--- src/rtl/chunked_alu_pkg.sv ---
// rtl/chunked_alu_pkg.sv - shared op/state encodings for the chunked ALU
package chunked_alu_pkg;

  typedef enum logic [1:0] {
    OP_ADD = 2'd0,
    OP_SUB = 2'd1,
    OP_XOR = 2'd2,
    OP_AND = 2'd3
  } op_e;

  typedef enum logic [1:0] {
    IDLE = 2'd0,
    RUN  = 2'd1,
    DONE = 2'd2
  } state_e;

  // Chunk counter width, never narrower than one bit.
  function automatic int cnt_width(int n);
    return (n > 1) ? $clog2(n) : 1;
  endfunction

endpackage

--- src/rtl/chunked_alu_if.sv ---
// rtl/chunked_alu_if.sv - operand/result handshake bundle; CHUNKED_ALU_OVF_EN adds overflow
interface chunked_alu_if
  import chunked_alu_pkg::*;
#(
  parameter int WIDTH = 16
);
  logic             in_valid;
  logic             in_ready;
  op_e              op;
  logic [WIDTH-1:0] a;
  logic [WIDTH-1:0] b;
  logic             out_valid;
  logic             out_ready;
  logic [WIDTH-1:0] result;
  logic             carry_out;
  logic             zero;
`ifdef CHUNKED_ALU_OVF_EN
  logic             overflow;

  modport master (
    output in_valid, op, a, b, out_ready,
    input  in_ready, out_valid, result, carry_out, zero, overflow
  );

  modport slave (
    input  in_valid, op, a, b, out_ready,
    output in_ready, out_valid, result, carry_out, zero, overflow
  );
`else
  modport master (
    output in_valid, op, a, b, out_ready,
    input  in_ready, out_valid, result, carry_out, zero
  );

  modport slave (
    input  in_valid, op, a, b, out_ready,
    output in_ready, out_valid, result, carry_out, zero
  );
`endif
endinterface

--- src/rtl/chunk_alu_slice.sv ---
// rtl/chunk_alu_slice.sv - combinational CHUNK-bit add/sub/xor/and slice
module chunk_alu_slice
  import chunked_alu_pkg::*;
#(
  parameter int CHUNK = 4
) (
  input  logic [CHUNK-1:0] a_chunk,
  input  logic [CHUNK-1:0] b_chunk,
  input  logic             carry_in,
  input  op_e              op,
  output logic [CHUNK-1:0] r_chunk,
  output logic             carry_out,
  output logic             msb_carry_in
);

  logic [CHUNK-1:0] b_eff;
  logic [CHUNK:0]   sum;

  always_comb begin
    b_eff        = (op == OP_SUB) ? ~b_chunk : b_chunk;
    sum          = {1'b0, a_chunk} + {1'b0, b_eff} + {{CHUNK{1'b0}}, carry_in};
    r_chunk      = sum[CHUNK-1:0];
    carry_out    = 1'b0;
    msb_carry_in = 1'b0;
    case (op)
      OP_ADD, OP_SUB: begin
        carry_out    = sum[CHUNK];
        // Undo the top-bit sum to recover the carry that entered it.
        msb_carry_in = a_chunk[CHUNK-1] ^ b_eff[CHUNK-1] ^ sum[CHUNK-1];
      end
      OP_XOR:  r_chunk = a_chunk ^ b_chunk;
      default: r_chunk = a_chunk & b_chunk;
    endcase
  end

endmodule

--- src/rtl/chunked_alu_seq.sv ---
// rtl/chunked_alu_seq.sv - multi-cycle ALU, CHUNK bits per clock LSB first; CHUNKED_ALU_OVF_EN adds overflow
module chunked_alu_seq
  import chunked_alu_pkg::*;
#(
  parameter int WIDTH = 16,
  parameter int CHUNK = 4
) (
  input  logic             clk,
  input  logic             rst_n,
  chunked_alu_if.slave     bus
);

  localparam int            NCHUNK   = WIDTH / CHUNK;
  localparam int            CW       = cnt_width(NCHUNK);
  localparam logic [CW-1:0] LAST_CNT = CW'(NCHUNK - 1);

  state_e           state_q, state_d;
  logic [WIDTH-1:0] a_q, a_d;
  logic [WIDTH-1:0] b_q, b_d;
  op_e              op_q, op_d;
  logic             carry_q, carry_d;
  logic [CW-1:0]    cnt_q, cnt_d;
  logic [WIDTH-1:0] result_q, result_d;
  logic             zero_q, zero_d;

  logic [CHUNK-1:0] slice_r;
  logic             slice_cout;
  logic             slice_msb_cin;

  chunk_alu_slice #(.CHUNK(CHUNK)) u_slice (
    .a_chunk      (a_q[cnt_q*CHUNK +: CHUNK]),
    .b_chunk      (b_q[cnt_q*CHUNK +: CHUNK]),
    .carry_in     (carry_q),
    .op           (op_q),
    .r_chunk      (slice_r),
    .carry_out    (slice_cout),
    .msb_carry_in (slice_msb_cin)
  );

`ifdef CHUNKED_ALU_OVF_EN
  logic ovf_q, ovf_d;
`else
  logic unused_msb_cin;
  assign unused_msb_cin = slice_msb_cin;
`endif

  always_comb begin
    state_d  = state_q;
    a_d      = a_q;
    b_d      = b_q;
    op_d     = op_q;
    carry_d  = carry_q;
    cnt_d    = cnt_q;
    result_d = result_q;
    zero_d   = zero_q;
`ifdef CHUNKED_ALU_OVF_EN
    ovf_d    = ovf_q;
`endif
    case (state_q)
      IDLE: begin
        if (bus.in_valid) begin
          a_d     = bus.a;
          b_d     = bus.b;
          op_d    = bus.op;
          carry_d = (bus.op == OP_SUB);
          cnt_d   = '0;
          state_d = RUN;
        end
      end
      RUN: begin
        result_d[cnt_q*CHUNK +: CHUNK] = slice_r;
        carry_d = slice_cout;
        cnt_d   = cnt_q + 1'b1;
        if (cnt_q == LAST_CNT) begin
          cnt_d   = '0;
          zero_d  = (result_d == '0);
`ifdef CHUNKED_ALU_OVF_EN
          ovf_d   = slice_msb_cin ^ slice_cout;
`endif
          state_d = DONE;
        end
      end
      DONE: begin
        if (bus.out_ready) state_d = IDLE;
      end
      default: state_d = IDLE;
    endcase
  end

  always_ff @(posedge clk) begin
    if (!rst_n) begin
      state_q  <= IDLE;
      a_q      <= '0;
      b_q      <= '0;
      op_q     <= OP_ADD;
      carry_q  <= 1'b0;
      cnt_q    <= '0;
      result_q <= '0;
      zero_q   <= 1'b0;
`ifdef CHUNKED_ALU_OVF_EN
      ovf_q    <= 1'b0;
`endif
    end else begin
      state_q  <= state_d;
      a_q      <= a_d;
      b_q      <= b_d;
      op_q     <= op_d;
      carry_q  <= carry_d;
      cnt_q    <= cnt_d;
      result_q <= result_d;
      zero_q   <= zero_d;
`ifdef CHUNKED_ALU_OVF_EN
      ovf_q    <= ovf_d;
`endif
    end
  end

  assign bus.in_ready  = (state_q == IDLE);
  assign bus.out_valid = (state_q == DONE);
  assign bus.result    = result_q;
  assign bus.carry_out = carry_q;
  assign bus.zero      = zero_q;
`ifdef CHUNKED_ALU_OVF_EN
  assign bus.overflow  = ovf_q;
`endif

endmodule

--- src/flat_wrapper.sv ---
// flat-port wrapper written by rule: the top's interface ports become plain ports
module chunked_alu_seq_flat import chunked_alu_pkg::*;
#(
  parameter int WIDTH = 16,
  parameter int CHUNK = 4
)
  (clk, rst_n, bus_in_valid, bus_op, bus_a, bus_b, bus_out_ready, bus_in_ready, bus_out_valid, bus_result, bus_carry_out, bus_zero);
  chunked_alu_if #(.WIDTH(WIDTH)) bus_i ();
  input  logic clk;
  input  logic rst_n;
  input wire logic [$bits(bus_i.in_valid)-1:0] bus_in_valid;
  input wire logic [$bits(bus_i.op)-1:0] bus_op;
  input wire logic [$bits(bus_i.a)-1:0] bus_a;
  input wire logic [$bits(bus_i.b)-1:0] bus_b;
  input wire logic [$bits(bus_i.out_ready)-1:0] bus_out_ready;
  output wire logic [$bits(bus_i.in_ready)-1:0] bus_in_ready;
  output wire logic [$bits(bus_i.out_valid)-1:0] bus_out_valid;
  output wire logic [$bits(bus_i.result)-1:0] bus_result;
  output wire logic [$bits(bus_i.carry_out)-1:0] bus_carry_out;
  output wire logic [$bits(bus_i.zero)-1:0] bus_zero;
  assign bus_i.in_valid = bus_in_valid;
  assign bus_i.op = bus_op;
  assign bus_i.a = bus_a;
  assign bus_i.b = bus_b;
  assign bus_i.out_ready = bus_out_ready;
  assign bus_in_ready = bus_i.in_ready;
  assign bus_out_valid = bus_i.out_valid;
  assign bus_result = bus_i.result;
  assign bus_carry_out = bus_i.carry_out;
  assign bus_zero = bus_i.zero;
  chunked_alu_seq #(.WIDTH(WIDTH), .CHUNK(CHUNK)) u_core (.clk(clk), .rst_n(rst_n), .bus(bus_i));
endmodule
--- config.mk ---
export PLATFORM = sky130hd
export DESIGN_NAME = chunked_alu_seq_flat
export DESIGN_NICKNAME = d
export VERILOG_FILES = /design/src/rtl/chunked_alu_pkg.sv /design/src/rtl/chunked_alu_if.sv /design/src/rtl/chunk_alu_slice.sv /design/src/rtl/chunked_alu_seq.sv /design/src/flat_wrapper.sv
export SDC_FILE = /design/constraint.sdc
export NUM_CORES = 1
export LEC_CHECK = 0
export CAP_MARGIN = 10
export CELL_PAD_IN_SITES_DETAIL_PLACEMENT = 0
export CELL_PAD_IN_SITES_GLOBAL_PLACEMENT = 2
export CORE_UTILIZATION = 28
export DETAILED_ROUTE_END_ITERATION = 8
export GPL_TIMING_DRIVEN = 0
export HOLD_SLACK_MARGIN = 0.12
export PLACE_DENSITY_LB_ADDON = 0.3
export SLEW_MARGIN = 20
export SYNTH_ARGS = -nofsm -noshare
export SYNTH_HDL_FRONTEND = slang
export SYNTH_HIERARCHICAL = 1
export SYNTH_SLANG_ARGS = --single-unit
--- constraint.sdc ---
create_clock -name clk -period 3.37 [get_ports clk]
set_clock_uncertainty 0.05 [all_clocks]
set_input_delay 0.8425 -clock clk [delete_from_list [all_inputs] [get_ports clk]]
set_output_delay 0.8425 -clock clk [all_outputs]
set_load 0.02 [all_outputs]
; ---- Word-level counts from Yosys, hierarchy flattened
; Cells that the tools add are included.
[totals]
reg_bits = 56
input_bits = 38
out_inout_bits = 20
wordCells = 50
[classes]
add_sub_neg = 4
n_eq_ne = 9
shifts = 4
mux = 13
n_bitwise = 3
reduce_logical = 9
[ops]
columns = op, n
row1 = 4-bit negation with 34-bit output, 1
row2 = 4-bit by 34-bit variable shift with 16-bit output (first input constant), 1
row3 = 4-bit by 34-bit variable part select with 16-bit output, 1
row4 = 16-bit by 5-bit variable part select with 4-bit output, 2
row5 = 16-bit bitwise mux, 1
row6 = 16-bit logical NOT, 1
row7 = 2-bit 2-to-1 mux, 5
row8 = 4-bit one-hot mux with 2 select lines, 1
row9 = 2-bit by 1-bit equality test with 1-bit output (second input constant), 3
row10 = 2-bit equality test (second input constant), 3
row11 = 2-bit one-hot mux with 3 select lines, 1
row12 = 2-bit AND reduction, 3
row13 = 4-bit by 4-bit adder with 5-bit output, 1
row14 = 5-bit by 1-bit adder with 5-bit output, 1
row15 = 4-bit bitwise AND, 1
row16 = 2-bit logical NOT, 2
row17 = 4-bit 2-to-1 mux, 1
row18 = 2-bit inequality test (second input constant), 2
row19 = 4-bit inverter, 1
row20 = 2-bit one-hot mux with 2 select lines, 1
row21 = 4-bit bitwise XOR, 1
row22 = 3-bit AND reduction, 1
row23 = 2-bit by 1-bit adder with 2-bit output (second input constant), 1
row24 = 1-bit 2-to-1 mux, 2
row25 = other kinds (4), 4

; ---- Depth between registers and ports, before layout
[depth]
ltp_word = 9
mapped_depth = 14
ltp_nobuf = 12

; ---- Hierarchy
; Netlist, hierarchy kept.
[modules_own_cells]
columns = mod, n_inst, cells_each, area_each_um2, seq_area_each_um2
row1 = chunked_alu_seq, 1, 286, 2603.7, 1121.1
row2 = chunk_alu_slice, 1, 44, 399.1, 0.0

; ---- Worst setup path after synthesis
; No wires, ideal clock.
[synth_path]
kind = reg2reg
start = register u_core.cnt_q[0]
end = register u_core.zero_q (netlist: u_core/bus.zero)
setup_ps = 119
arrival_ps = 3246
required_ps = 3201
setup_slack_ps = -45
path_stages_with_launch = 14
path_buffers = 1
synth_period_minus_slack_ps = 3415
cell_sequence = dfxtp_1 > buf_2 > mux4_2 > xor2_1 > fa_1 > fa_1 > xnor2_1 > nor2_1 > a21oi_1 > nor2_1 > nor3_1 > a41oi_1 > nand3_1 > o31ai_1
[synth_between]
elab_chain_cells = 9
word_cells_on_any_way = 16
cone_classes = add/sub: 3 / eq/ne: 1 / shift: 4 / mux: 3 / bitwise: 3 / reduce/logical: 2
[synth_rtl]
columns = element, line
row1 = start: declaration, chunked_alu_seq.sv:22  ; logic [CW-1:0] cnt_q, cnt_d;
row2 = start signal: assignment, chunked_alu_seq.sv:109  ; cnt_q <= cnt_d;
row3 = 16-bit by 5-bit variable part select with 4-bit output, chunked_alu_seq.sv:32  ; .b_chunk (b_q[cnt_q*CHUNK +: CHUNK]),
row4 = 4-bit inverter, chunk_alu_slice.sv:20  ; b_eff = (op == OP_SUB) ? ~b_chunk : b_chunk;
row5 = 4-bit 2-to-1 mux, chunk_alu_slice.sv:20
row6 = 4-bit by 4-bit adder with 5-bit output, chunk_alu_slice.sv:21  ; sum = {1'b0, a_chunk} + {1'b0, b_eff} + {{CHUNK{1'b0}}, carry_in};
row7 = 5-bit by 1-bit adder with 5-bit output, chunk_alu_slice.sv:21
row8 = 4-bit one-hot mux with 2 select lines *, chunk_alu_slice.sv:25  ; case (op)
row9 = net u_core.slice_r[2], chunked_alu_seq.sv:26  ; logic [CHUNK-1:0] slice_r;
row10 = 4-bit by 34-bit variable part select with 16-bit output *, chunked_alu_seq.sv:71  ; result_d[cnt_q*CHUNK +: CHUNK] = slice_r;
row11 = 16-bit bitwise mux *, chunked_alu_seq.sv:71
row12 = 16-bit logical NOT *, chunked_alu_seq.sv:76  ; zero_d = (result_d == '0);
row13 = end signal: assignment, chunked_alu_seq.sv:111  ; zero_q <= zero_d;
row14 = end: declaration, chunked_alu_seq.sv:24  ; logic zero_q, zero_d;
; Mark *: on every way through the listed nets, which the timed path passes. The rest lies on a longest branch.
; A chain may end at the register's enable or synchronous reset.

; ---- Final worst setup path
; Same ends and word-level chain as after synthesis.

==> summary.txt <==
Die
  • Site Rows: 37
  • Initial Utilization: between 20% and 30%
  • Die Y: ~110 um
  • I/O pins: between 50 and 60
  • Core area: 0.0104 mm^2
  • Total die area: approximately 0.011 mm^2
  • Die W: between 100 and 150 um

Clocking
  • CTS Hold Bufs: 0
  • # H-tree levels: 2
  • CTS Root Cell: clkbuf_8
  • Worst skew pair latency: 310 ps
  • TritonCTS clock tree: built
  • Clk sinks: 56
  • Clock transition at path regs: ~100 ps
  • Num CTS Buffers: 5
  • CTS max path bufs: 2

Power
  • Power Dens Cells: 391 mW/mm^2
  • P_leak: between 1 and 1.5 nW
  • Peak VDD IR: about 0.00017 V

STA
  • Worst-margin pin slew: 694 ps
  • Final Hold Vio Count: 0
  • Max-slew violation count: 0
  • Min cycle time layout: 3190 ps
  • Fin crit share: 94.5%
  • Max-Slew Margin vs Limit: 52.4%
  • Count of final setup violators: 0
  • Maximum clock frequency: between 300 and 400 MHz
  • RSZ-0062 raised after global routing: false

Setup path
  • Crit. path cell count: 12
  • Critical path buffers and inverters: 2
  • Reg-to-reg setup timing slack: 180 ps
  • Critical Path Most Common Cell: fa_2
  • Critical Path Start Type: flop
  • WS Path Type: reg2reg
  • Worst stage delay on the critical path: between 500 and 600 ps
  • CP arrival: 3360 ps
  • Max stage delay cell, worst path: mux4_2
  • Cell family with most CP delay: adder cells
  • Worst-path cell chain: buf_12, mux4_2, xor2_1, fa_2, fa_2, xnor2_1, nor2_1, a21oi_2, buf_4, o21ai_0, nand3_1, o31ai_2
  • Worst EP required: around 3600 ps
  • CP Capture Type: flop
  • Largest fanout on the critical path: 10
  • Depth of the most critical reg-to-reg path: 12

GRT
  • Gr ovfl total: 0
  • Met1 Use GR: a little under a fifth
  • GRT Overall Usage: between 10% and 20%
  • Grt met2 use: roughly a quarter
  • Largest net degree at the start of global routing: 18
  • GRT Max-Usage Layer: met2
  • Vias in the first global route: ~2600
  • First-pass GRT wire length: between 10000 and 15000 um
  • Met3 usage: under 10%
  • Initial antenna violation count: 0

Placement
  • I/O Buffers: 57
  • Gpl congestion: around 0.76
  • Post-DP HPWL: 5730 um
  • Post-DP Area: about 0.0037 mm^2

Layout
  • Diode count: 0
  • Area growth, synth to finish: 31.0%
  • Final Net Count: 449
  • Most frequent cells in the layout: 80 x nand2_1, 57 x clkdlybuf4s50_1, 55 x dfxtp_1
  • Commonest non-fill, non-tap cell in the layout: nand2_1
  • Share of layout cells above drive strength 1: between 10% and 20%
  • Final instance area: roughly 0.0039 mm^2
  • Utilization after layout: 37.9%

Detailed routing
  • Drt via density: 4.66
  • Iter 0 DRT Violations: between 40 and 50
  • Post-route ant nets: 0
  • First-pass DRT Iterations: 4
  • Drt drc: 0
  • Routed wire per std cell: between 10 and 15 um
  • Vias: 2479
  • Final wirelength: ~7500 um

Flow run
  • Max-Cap Viols: 0

Synthesis
  • Mapped Area: approximately 0.0030 mm^2
  • Synth Net Count: around 380
  • Ys Warns: 6
  • Syn Inst Count: 329
  • Syn avg cell area: ~9.1 um^2

Status
  • Outcome: finished clean

Min path
  • HP Class: reg2reg
  • Worst Hold Depth: 2
metrics by stage:
step	cells	TNS [ps]	power, mW	setup slack, ps	hold WS, ps
after floorplan	329	0	0.947	35.3	382
after global placement	522	-1490	1.07	-600	399
after detailed placement	522	-1780	1.08	-652	402
after CTS	532	0	1.54	10.3	416
after global routing	532	0	1.63	5.52	440
final	532	0	1.53	184	415
timing repair:
action / 4_1_cts / 5_1_grt
gates resized for setup: 9 / 6
setup buffers: 2 / 0
pin swaps: 0 / 4
endpoints found under the setup margin: 9 / 1
worst paths after layout:
path	startpoint	end
worst max register to register	u_core/cnt_q[0]	u_core/bus.zero
worst min-delay path	u_core/b_q[6]	u_core/b_q[6]
worst min register to register	u_core/b_q[6]	u_core/b_q[6]
worst max-delay path	u_core/cnt_q[0]	u_core/bus.zero
layer usage:
layer	wire length, um	vias to the layer above
met1	3810	1152
met2	3430	46
li1	-	1277
met4	53	0
met5	0	-
met3	223	4
worst min-delay path: stages (launching register included):
cell,delay [ps]
dfxtp_1,330
nand2_1,50
a21boi_1,50
sequential cells by signal, indices dropped and copies added (netlist names):
signal                flops
u_core/a_q               16
u_core/cnt_q              2
u_core/state_q            2
u_core/op_q               2
u_core/bus.result        16
u_core/bus.zero           1
u_core/b_q               16
u_core/bus.carry_out      1
where the power goes:
part           internal [mW]  total (mW)  switching [mW]  leakage, nW
sequential             0.694       0.713          0.0185        0.458
combinational          0.175       0.374           0.199        0.887
clock                  0.220       0.447           0.227       0.0541
layout make-up:
type                            instances  area (um^2)
Multi-Input combinational cell        242         1760
Buffer                                 22          145
Clock inverter                          3         42.5
Clock buffer                            5         68.8
Sequential cell                        56         1120
Fill cell                            1110         6440
Inverter                                9         33.8
Tap cell                              136          170
Timing Repair Buffer                   59          586
(Power assumes the default switching activity.)
